## src/rtl/mem_arbiter.sv

```systemverilog
// Purpose : shares one word-wide main-memory port between icache (port 0) and dcache (port 1).
// Latency : accept at edge E, one-cycle resp_valid pulse in the cycle after edge E+MEM_LATENCY.
// Backpres: req_ready only in IDLE for the selected valid port; others hold until accepted.
//
// Ports:
//   i_clk, i_reset      rising-edge clock, asynchronous active-low reset
//   i_req_valid/_write  per-port request strobe and direction (1 = write)
//   i_req_addr/_wdata   per-port word address and write data (bits 31:24 = byte 0)
//   o_req_ready         per-port acceptance (combinational, IDLE only)
//   o_resp_valid        per-port one-cycle completion pulse
//   o_resp_rdata        read word, 0 for writes
//   o_mem_address       memory address (holds last value outside ACCESS)
//   o_mem_data_in       memory write bytes, [0] = bits 31:24
//   o_mem_write_en      memory write strobe, high only during ACCESS of a write
//   i_mem_data_out      memory read bytes, [0] = bits 31:24
module mem_arbiter #(
  parameter int MEM_LATENCY   = 3,
  parameter int PRIORITY_MODE = 0
) (
  input  logic             i_clk,
  input  logic             i_reset,
  input  logic [1:0]       i_req_valid,
  input  logic [1:0]       i_req_write,
  input  logic [1:0][31:0] i_req_addr,
  input  logic [1:0][31:0] i_req_wdata,
  output logic [1:0]       o_req_ready,
  output logic [1:0]       o_resp_valid,
  output logic [31:0]      o_resp_rdata,
  output logic [31:0]      o_mem_address,
  output logic [0:3][7:0]  o_mem_data_in,
  output logic             o_mem_write_en,
  input  logic [0:3][7:0]  i_mem_data_out
);

  localparam int CW = $clog2(MEM_LATENCY + 1);

  typedef enum logic [1:0] {
    ST_IDLE   = 2'd0,
    ST_ACCESS = 2'd1,
    ST_RESP   = 2'd2
  } state_t;

  state_t          r_state;
  state_t          w_next;
  logic [CW-1:0]   r_cnt;
  logic            r_last_grant;
  logic            r_gnt;
  logic            r_write;
  logic [31:0]     r_addr;
  logic [31:0]     r_wdata;
  logic [31:0]     r_rdata;
  logic            w_sel;
  logic            w_accept;

  // Port selection. With both ports pending, round-robin picks the port that
  // was not granted last; fixed mode always favours the dcache.
  always_comb begin
    w_sel = 1'b0;
    if (i_req_valid == 2'b11) begin
      w_sel = (PRIORITY_MODE == 1) ? 1'b1 : ~r_last_grant;
    end else if (i_req_valid[1]) begin
      w_sel = 1'b1;
    end
  end

  always_ff @(posedge i_clk or negedge i_reset) begin
    if (!i_reset) begin
      r_state <= ST_IDLE;
    end else begin
      r_state <= w_next;
    end
  end

  always_comb begin
    w_next         = r_state;
    w_accept       = 1'b0;
    o_req_ready    = 2'b00;
    o_resp_valid   = 2'b00;
    o_mem_write_en = 1'b0;
    case (r_state)
      ST_IDLE: begin
        if (i_req_valid[w_sel]) begin
          o_req_ready[w_sel] = 1'b1;
          w_accept           = 1'b1;
          w_next             = ST_ACCESS;
        end
      end
      ST_ACCESS: begin
        o_mem_write_en = r_write;
        if (r_cnt == '0) begin
          w_next = ST_RESP;
        end
      end
      ST_RESP: begin
        o_resp_valid[r_gnt] = 1'b1;
        w_next              = ST_IDLE;
      end
      default: begin
        w_next = ST_IDLE;
      end
    endcase
  end

  // Request latch, access counter and response capture. The counter is only
  // reloaded on acceptance and parks at zero, so it never wraps.
  always_ff @(posedge i_clk or negedge i_reset) begin
    if (!i_reset) begin
      r_cnt        <= '0;
      r_last_grant <= 1'b1;
      r_gnt        <= 1'b0;
      r_write      <= 1'b0;
      r_addr       <= '0;
      r_wdata      <= '0;
      r_rdata      <= '0;
    end else begin
      if (w_accept) begin
        r_cnt        <= CW'(MEM_LATENCY - 1);
        r_last_grant <= w_sel;
        r_gnt        <= w_sel;
        r_write      <= i_req_write[w_sel];
        r_addr       <= i_req_addr[w_sel];
        r_wdata      <= i_req_wdata[w_sel];
      end
      if (r_state == ST_ACCESS) begin
        if (r_cnt == '0) begin
          r_rdata <= r_write ? 32'd0 : 32'(i_mem_data_out);
        end else begin
          r_cnt <= r_cnt - 1'b1;
        end
      end
    end
  end

  assign o_mem_address = r_addr;
  assign o_mem_data_in = r_wdata;
  assign o_resp_rdata  = r_rdata;

endmodule

```

## config.mk

```make
export PLATFORM = sky130hd
export DESIGN_NAME = mem_arbiter
export DESIGN_NICKNAME = d
export VERILOG_FILES = /design/src/rtl/mem_arbiter.sv
export SDC_FILE = /design/constraint.sdc
export NUM_CORES = 1
export LEC_CHECK = 0
export BUFFER_PORTS_ARGS = -buffer_cell sky130_fd_sc_hd__buf_4
export CORE_AREA = 2 2 94 132
export CTS_CLUSTER_DIAMETER = 40
export DETAILED_ROUTE_END_ITERATION = 8
export DIE_AREA = 0 0 96 134
export PLACE_DENSITY = 0.86
export SETUP_SLACK_MARGIN = 0.05
export SLEW_MARGIN = 20
export SYNTH_ARGS = -nofsm -noshare
export SYNTH_HDL_FRONTEND = slang
export SYNTH_SLANG_ARGS = --single-unit
```

## constraint.sdc

```tcl
create_clock -name i_clk -period 1.5 [get_ports i_clk]
set_input_delay 0.075 -clock i_clk [delete_from_list [all_inputs] [get_ports i_clk]]
set_output_delay 0.075 -clock i_clk [all_outputs]
set_load 0.01 [all_outputs]
```

* After elaboration in Yosys (flattened, before gate mapping) *
Index checks and enable logic that the tools add are counted.

storage, ports and cells
  register bits = 103
  input port bits = 166
  output and inout port bits = 101

operators by class
  add/sub/neg operators = 1
  magnitude comparators = 4
  equality and inequality tests = 5
  muxes and demuxes = 27
  bitwise operators = 1
  reductions and logical operators = 6

operators by type and width
  cell                                                  count
  2-to-1 mux 32 bit                                     5
  2-to-1 mux 2 bit                                      8
  2-to-1 mux 1 bit                                      11
  equality test 2 bit (second input constant)           2
  logical NOT 2 bit                                     2
  < comparator 1 x 2 -> 1 bit (second input constant)   2
  != test 2 bit (second input constant)                 2
  one-hot mux 2 bit (2 select lines)                    1
  AND reduction 2 bit                                   2
  demux 1 bit (select 1 bit)                            2
  equality test 2 x 1 -> 1 bit (second input constant)  1
  >= comparator 1 bit (second input constant)           2
  logical AND 1 bit                                     2
  subtractor 2 x 1 -> 2 bit (second input constant)     1
  inverter 1 bit                                        1

* Longest topological paths before layout *
Gate-level depths: netlist of run 1.

  depth after elaboration = 9
  mapped depth = 6
  depth with buffers taken out = 3

* Least setup slack after synthesis of run 1 *
No wires, ideal clock.

  path type = register -> register
  start point = register r_last_grant
  end point = register r_addr[26], in the netlist o_mem_address[26]
  library setup time = 0.126 ns
  data arrival time = 1.365 ns
  required time = 1.374 ns
  setup slack = 0.009 ns
  stages on the path, launching flop included = 7
  buffers on the path = 3
  clock period less this slack = 1.491 ns
  cells stage by stage = dfstp_2 > nand2_1 > and3_1 > buf_2 > buf_6 > buf_6 > a221o_1

between the ends
  longest elaborated chain between the ends = 6

ends and longest elaborated chain
  what                                                 RTL line  text
  start, declared                                      46        logic r_last_grant;
  start signal, assigned                               118       r_last_grant <= w_sel;
  inverter 1 bit (*)                                   60        w_sel = (PRIORITY_MODE == 1) ? 1'b1 : ~r_last_grant;
  2-to-1 mux 1 bit (*)                                 59        if (i_req_valid == 2'b11) begin
  2-to-1 mux 1 bit (not written as such) (2 in a row)  82        if (i_req_valid[w_sel]) begin
  2-to-1 mux 1 bit                                     82
  2-to-1 mux 1 bit                                     80        case (r_state)
  end signal, assigned                                 121       r_addr <= i_req_addr[w_sel];
  end, declared                                        49        logic [31:0] r_addr;

Every way passes the cells marked *; elsewhere a longest branch is shown, timed or not. The select of a mux whose other input is x is not followed.
A chain may end at the register's enable or synchronous reset.

* Final worst setup path of run 1 *
  start point = register r_state[1]
  end point = register r_rdata[1], in the netlist o_resp_rdata[1]

between the ends
  longest elaborated chain between the ends = 2

ends and longest elaborated chain
  what                           RTL line  text
  start, declared                43        state_t r_state;
  start signal, assigned         70        r_state <= w_next;
  equality test 2 x 1 -> 1 bit   124       if (r_state == ST_ACCESS) begin
  AND reduction 2 bit (no line)  --
  end signal, assigned           126       r_rdata <= r_write ? 32'd0 : 32'(i_mem_data_out);
  end, declared                  51        logic [31:0] r_rdata;

No other way between the ends.

==> metrics.txt, run 1 <==
GRT Residual Overflow=0; gr usage total=30.9%; Simple-Gate Fraction of Synth Area=7.11%; DRC viols=0; worst slew pin tran=0.858 ns; Seq/Total Area, Yosys=56.4%; HP Class=in -> reg; CP Launch Type=flop; CP startpoint=r_state[1]; worst path required time=1.71 ns; DRT Pass-1 Iters=5; Die ar.=12,900 um^2; FF-to-FF setup slack=-0.1 ns; # rows=47; relative slew slack=42.2%; Detail Placement HPWL=10,400 um; Max-Cap Viols=0; WL/cell=22.2 um; first-pass GRT wire length=30,000 um; VDD IR max=1.04 mV; Mean Syn Cell Area=11.7 um^2; R2R Path Start=r_state[1]; CTS tree=built; final WL=21,800 um; min-delay src=i_mem_data_out[18]; pwr/cell area=1870 nW/um^2; vias per inst=5.61; kind of critical path=reg -> reg; Max Slew Vio Count=0; Synth top area share=55.8%; outcome=complete, but fails checks; Synth area leaders=dfrtp_1 56%, a221o_1 14%, o21a_1 11%; Worst Path Arrival=1.81 ns; Yosys cell types=25; final instance area=9380 um^2; initial core utilization=39.1%; mapped cell area=4580 um^2; Reg clk slew, reported paths=0.07 ns; depth of the CTS H-tree=3; Final min period=1.60 ns; Gate Count Post-Synth=391; unrepaired setup endpoints after global routing=true; CTS Buf Count=9; CTS Sinks=103; XOR/XNOR share of the synthesized area=0%; Clock Tree Root=clkbuf_16; Compound-Gate Fraction of Synth Area=30.6%; final core utilization=80.2%; Critical Path Fanout Max=10; most common cell after layout, fill and taps aside=buf_4; Final nets=996; GP Congestion=0.844; Max Root-Sink Buffers=2; initial antenna violation count=2; Layout area overhead=105%; Synth Area in Adders=0%; pin count of the biggest net entering global routing=53; core area=11,700 um^2; Fmax achieved=626 MHz; commonest cells after routing, fill and taps aside=269 x buf_4, 159 x dlygate4sd3_1, 101 x dfrtp_1, 65 x o21a_1, 65 x a221o_1; number of global-route vias before repair=5,971; Cell Area, Placed=6730 um^2; die height=134 um; # setup viols final=95; via count=5,520; Skew-Pair Late Insertion Delay=0.34 ns; final hold violation count=0; Final WS setup=-0.0986 ns; biggest area consumer among synthesized cells=dfrtp_1; post-synthesis mux area share=0%; Final Skew=0.0144 ns; Die Width=96 um; leak pwr=4.50 nW; flops & latches, synth=103; Top-Level Pins=267; Worst setup EP type=flop; crit share post-route=107%; starting DRC count in detailed routing=241; IO Port Bufs=266; syn_nets=557; share of cells above drive strength 1=45.8%; failing checks=negative setup slack; Yosys warning total=0; largest family of logic cells by synthesized area=compound AO/OA/AOI/OAI gates; ANT nets after route=0
## synthesized netlist by cell type, drive strengths merged
| library cell | number |
|---|---|
| and3b | 1 |
| dfrtp | 102 |
| a221o | 65 |
| nand2 | 65 |
| nor3 | 1 |
| buf | 28 |
| o21ai | 34 |
| nor3b | 1 |
| or4b | 1 |
| dfstp | 1 |
| nor2 | 4 |
| and3 | 2 |
| o21a | 65 |
| a21oi | 1 |
| a31o | 1 |
| clkbuf | 11 |
| nand2b | 2 |
| or2 | 1 |
| a21o | 2 |
| inv | 3 |
## metrics by stage
stage | worst slack [ns] | power [mW] | hold slack (ns) | TNS, ns | cells
2_1_floorplan | 0.0154 | 9.14 | -0.221 | 0 | 391
3_3_place_gp | -0.121 | 12.0 | 0.0913 | -2.51 | 780
3_5_place_dp | -0.219 | 12.4 | 0.101 | -4.80 | 780
4_1_cts | -0.0510 | 16.0 | 0.000622 | -0.865 | 968
5_1_grt | -0.141 | 18.3 | 0.0132 | -7.06 | 983
6_report | -0.0986 | 17.5 | 0.0239 | -3.14 | 984
## worst paths after layout
kind                       cells after the start                to
setup / recovery                               4   o_resp_rdata[1]
hold / removal                                 3  o_resp_rdata[18]
setup reg to reg                               4   o_resp_rdata[1]
hold reg to reg                                2  o_resp_rdata[21]
max in group asynchronous                      3      r_last_grant
min in group asynchronous                      3  o_resp_rdata[19]
## critical path: stages (launching register included)
cell and delay (ns):
dfrtp_2 0.45, or4b_4 0.64, clkbuf_16 0.23, nand2_1 0.08
o21ai_1 0.07
## cell type report
class,instances,area [um^2]
clock buffer,10,229
fill,614,2320
clock inverter,5,81.3
multi-input combinational,246,1910
antenna,3,7.51
sequential,103,2580
timing repair buffer,467,4380
tap,147,184
inverter,3,11.3
## state kept, by name, summed over array words and instances, names as in the netlist
register,count
o_mem_data_in,32
r_state,2
r_gnt,1
r_write,1
r_cnt,2
r_last_grant,1
o_mem_address,32
o_resp_rdata,32
## routing by layer
| metal | up-vias | routed length, um | part of all wire (%) | global-route usage, % |
|---|---|---|---|---|
| met5 | - | 0 | 0 | 0 |
| met1 | 2666 | 7500 | 34 | 33.3 |
| met2 | 403 | 11400 | 52 | 54.0 |
| met3 | 98 | 1640 | 7.5 | 7.75 |
| met4 | 0 | 1220 | 5.6 | 16.7 |
| li1 | 2353 | - | - | - |
## cells by family after synthesis
group	after synthesis
AOI/OAI and AO/OA	168
DFF	103
and+or+nand+nor	78
buffers and inverters	42
## power by group
part | leakage (nW) | switching [mW] | internal [mW]
Combinational | 3.07 | 4.57 | 5.33
Clock | 0.149 | 1.01 | 1.46
Sequential | 1.28 | 1.06 | 4.11
Total | 4.50 | 6.65 | 10.9
## what timing repair did
action                     in CTS  in global routing
resized for setup              35                 36
setup endpoints to repair     101                104
pin swaps                      33                 30
buffers inserted                9                  1
hold endpoints to repair      195                  0
hold buffers                  159                  0
gates cloned                    5                 11
(Power assumes the default switching activity.)
==> run 2: changes to the inputs <==
Settings changed: SETUP_SLACK_MARGIN 0.05 to default.
==> run 2 against run 1 <==
Effect of this change: via count decreased by 1.2%; clock power increased by 7%; cell area decreased by 1.2%; highest routed layer unchanged; the flow still finishes with violations (negative setup slack); wire length decreased by 3.6%; non-clock buffer count decreased by 4; clock skew about the same; global-route usage decreased by 1.9 points; setup slack improved by 0.039 ns; combinational power decreased by 3.6%; critical path depth unchanged.
==> metrics.txt, run 2 (synthesized netlist as in run 1, its figures left out) <==
outcome=complete, but fails checks; failing checks=negative setup slack; CP Launch Type=flop; WL/cell=21.5 um (-3.0%); final core utilization=79.2% (-0.99 points); number of global-route vias before repair=5,611 (-6.0%); Skew-Pair Late Insertion Delay=0.33 ns (about the same); GRT Residual Overflow=0 (unchanged); Cell Area, Placed=6740 um^2 (about the same); Max Slew Vio Count=0 (unchanged); Final min period=1.56 ns (-0.0392 ns); Final Skew=0.0143 ns (-0.0000105 ns); initial core utilization=39.1% (unchanged); die height=134 um (unchanged); Clock Tree Root=clkbuf_16; worst slew pin tran=0.554 ns (-0.304 ns); first-pass GRT wire length=28,300 um (-5.5%); depth of the CTS H-tree=3 (unchanged); starting DRC count in detailed routing=311 (+29%); Pwr Total=17.2 mW (-2.0%); fill cell count=615 (+0.16%); final hold violation count=0 (unchanged); Max-Cap Viols=0 (unchanged); VDD IR max=1.01 mV (-3.4%); DRC viols=0 (unchanged); gr usage total=29.0% (-1.9 points); Top-Level Pins=267 (unchanged); vias per inst=5.58 (-0.55%); setup TNS=-0.800 ns (+2.34 ns); pin count of the biggest net entering global routing=49 (-7.5%); relative slew slack=62.7% (+20 points); Max Root-Sink Buffers=2 (unchanged); HP Class=in -> reg; Reg clk slew, reported paths=0.07 ns (about the same); Layout area overhead=102%; crit share post-route=104% (-2.6 points); Worst Path Arrival=1.78 ns (-0.03 ns); CTS Sinks=103 (unchanged); hold-critical path depth=2 (-1); via count=5,456 (-1.2%); Critical Path Fanout Max=22 (+12); commonest cells after routing, fill and taps aside=267 x buf_4, 159 x dlygate4sd3_1, 101 x dfrtp_1, 65 x o21a_1, 65 x a221o_1; Detail Placement HPWL=9940 um (-4.1%); # rows=47 (unchanged); pwr/cell area=1850 nW/um^2 (-0.80%); GP Congestion=0.829 (-1.7%); CTS Buf Count=9 (unchanged); depth of the most critical reg-to-reg path=4 (unchanged); Die Width=96 um (unchanged); Final WS setup=-0.0594 ns (+0.0392 ns); final instance area=9260 um^2 (-1.2%); core area=11,700 um^2 (unchanged); ANT nets after route=0 (unchanged); # setup viols final=53 (-44%); DRT Pass-1 Iters=5 (unchanged); kind of critical path=reg -> reg; share of cells above drive strength 1=42.8% (-3.0 points); IO Port Bufs=266 (unchanged); CTS tree=built; Final nets=992 (-0.40%); worst path required time=1.72 ns (about the same); Die ar.=12,900 um^2 (unchanged); Fmax achieved=641 MHz (+2.5%); most common cell after layout, fill and taps aside=buf_4; leak pwr=4.45 nW (-1.1%); initial antenna violation count=0 (-2); unrepaired setup endpoints after global routing=true; final WL=21,000 um (-3.6%); worst slack, placed=-0.0561 ns (+0.163 ns); Worst setup EP type=flop
[run 2: cell count changes in the layout (fill, tap and decap cells not counted), moves of 3 or more]
cell,change
nand2_1,+14
nand2_4,-9
o21ai_1,+9
o21ai_2,-8
buf_6,-6
nand2_2,-5
clkbuf_16,+4
buf_16,-3
[run 2: worst paths after layout]
check                                  from                 to  slack [ns]
setup / recovery                   r_cnt[0]    o_resp_rdata[0]       -0.06
hold / removal              i_req_wdata[25]  o_mem_data_in[25]        0.02
setup reg to reg                   r_cnt[0]    o_resp_rdata[0]       -0.06
hold reg to reg            o_resp_rdata[11]   o_resp_rdata[11]        0.49
max in group asynchronous           i_reset   o_mem_address[3]        0.73
min in group asynchronous           i_reset   o_resp_rdata[15]        0.22
[run 2: repair_timing]
| action | CTS | global route |
|---|---|---|
| setup endpoints to repair | 68 | 99 |
| setup buffers | 5 | 1 |
| pin swaps | 3 | 37 |
| hold buffers | 159 | 0 |
| hold endpoints to repair | 122 | 0 |
| gates resized for setup | 14 | 26 |
| cloned | 3 | 15 |
[run 2: worst max-delay path, cell delays in order (launching register included)]
cell	delay [ns]
dfrtp_1	0.41
or4b_4	0.63
clkbuf_16	0.25
nand2_1	0.09
o21ai_1	0.06
[run 2: cell type report]
cell class | count | area [um^2] | area share [%]
Tap cell | 147 | 184 | 1.99
Multi-Input combinational cell | 246 | 1790 | 19.3
Sequential cell | 103 | 2580 | 27.8
Clock inverter | 5 | 106 | 1.15
Antenna cell | 1 | 2.50 | 0.0270
Timing Repair Buffer | 463 | 4360 | 47.1
Clock buffer | 10 | 229 | 2.47
Inverter | 3 | 11.3 | 0.122
[run 2: power by group]
| group | leakage, nW | switching, mW | internal (mW) |
|---|---|---|---|
| sequential | 1.28 | 0.905 | 4.10 |
| clock | 0.159 | 1.01 | 1.63 |
| combinational | 3.01 | 4.35 | 5.19 |
| total | 4.45 | 6.26 | 10.9 |
[run 2: metal layers]
| metal | part of all wire, % | track usage (%) | up-vias |
|---|---|---|---|
| met3 | 8.5 | 6.46 | 99 |
| met1 | 35 | 31.5 | 2591 |
| met4 | 5.2 | 15.0 | 0 |
| met5 | 0 | 0 | - |
| met2 | 51 | 51.4 | 419 |
| li1 | - | - | 2347 |
[run 2: metrics by stage]
stage | instances | hold slack (ns)
2_1_floorplan | 391 | -0.221
6_report | 978 | 0.0166
3_5_place_dp | 779 | 0.0308
3_3_place_gp | 779 | 0.0218
4_1_cts | 961 | 0.000207
5_1_grt | 977 | 0.0107
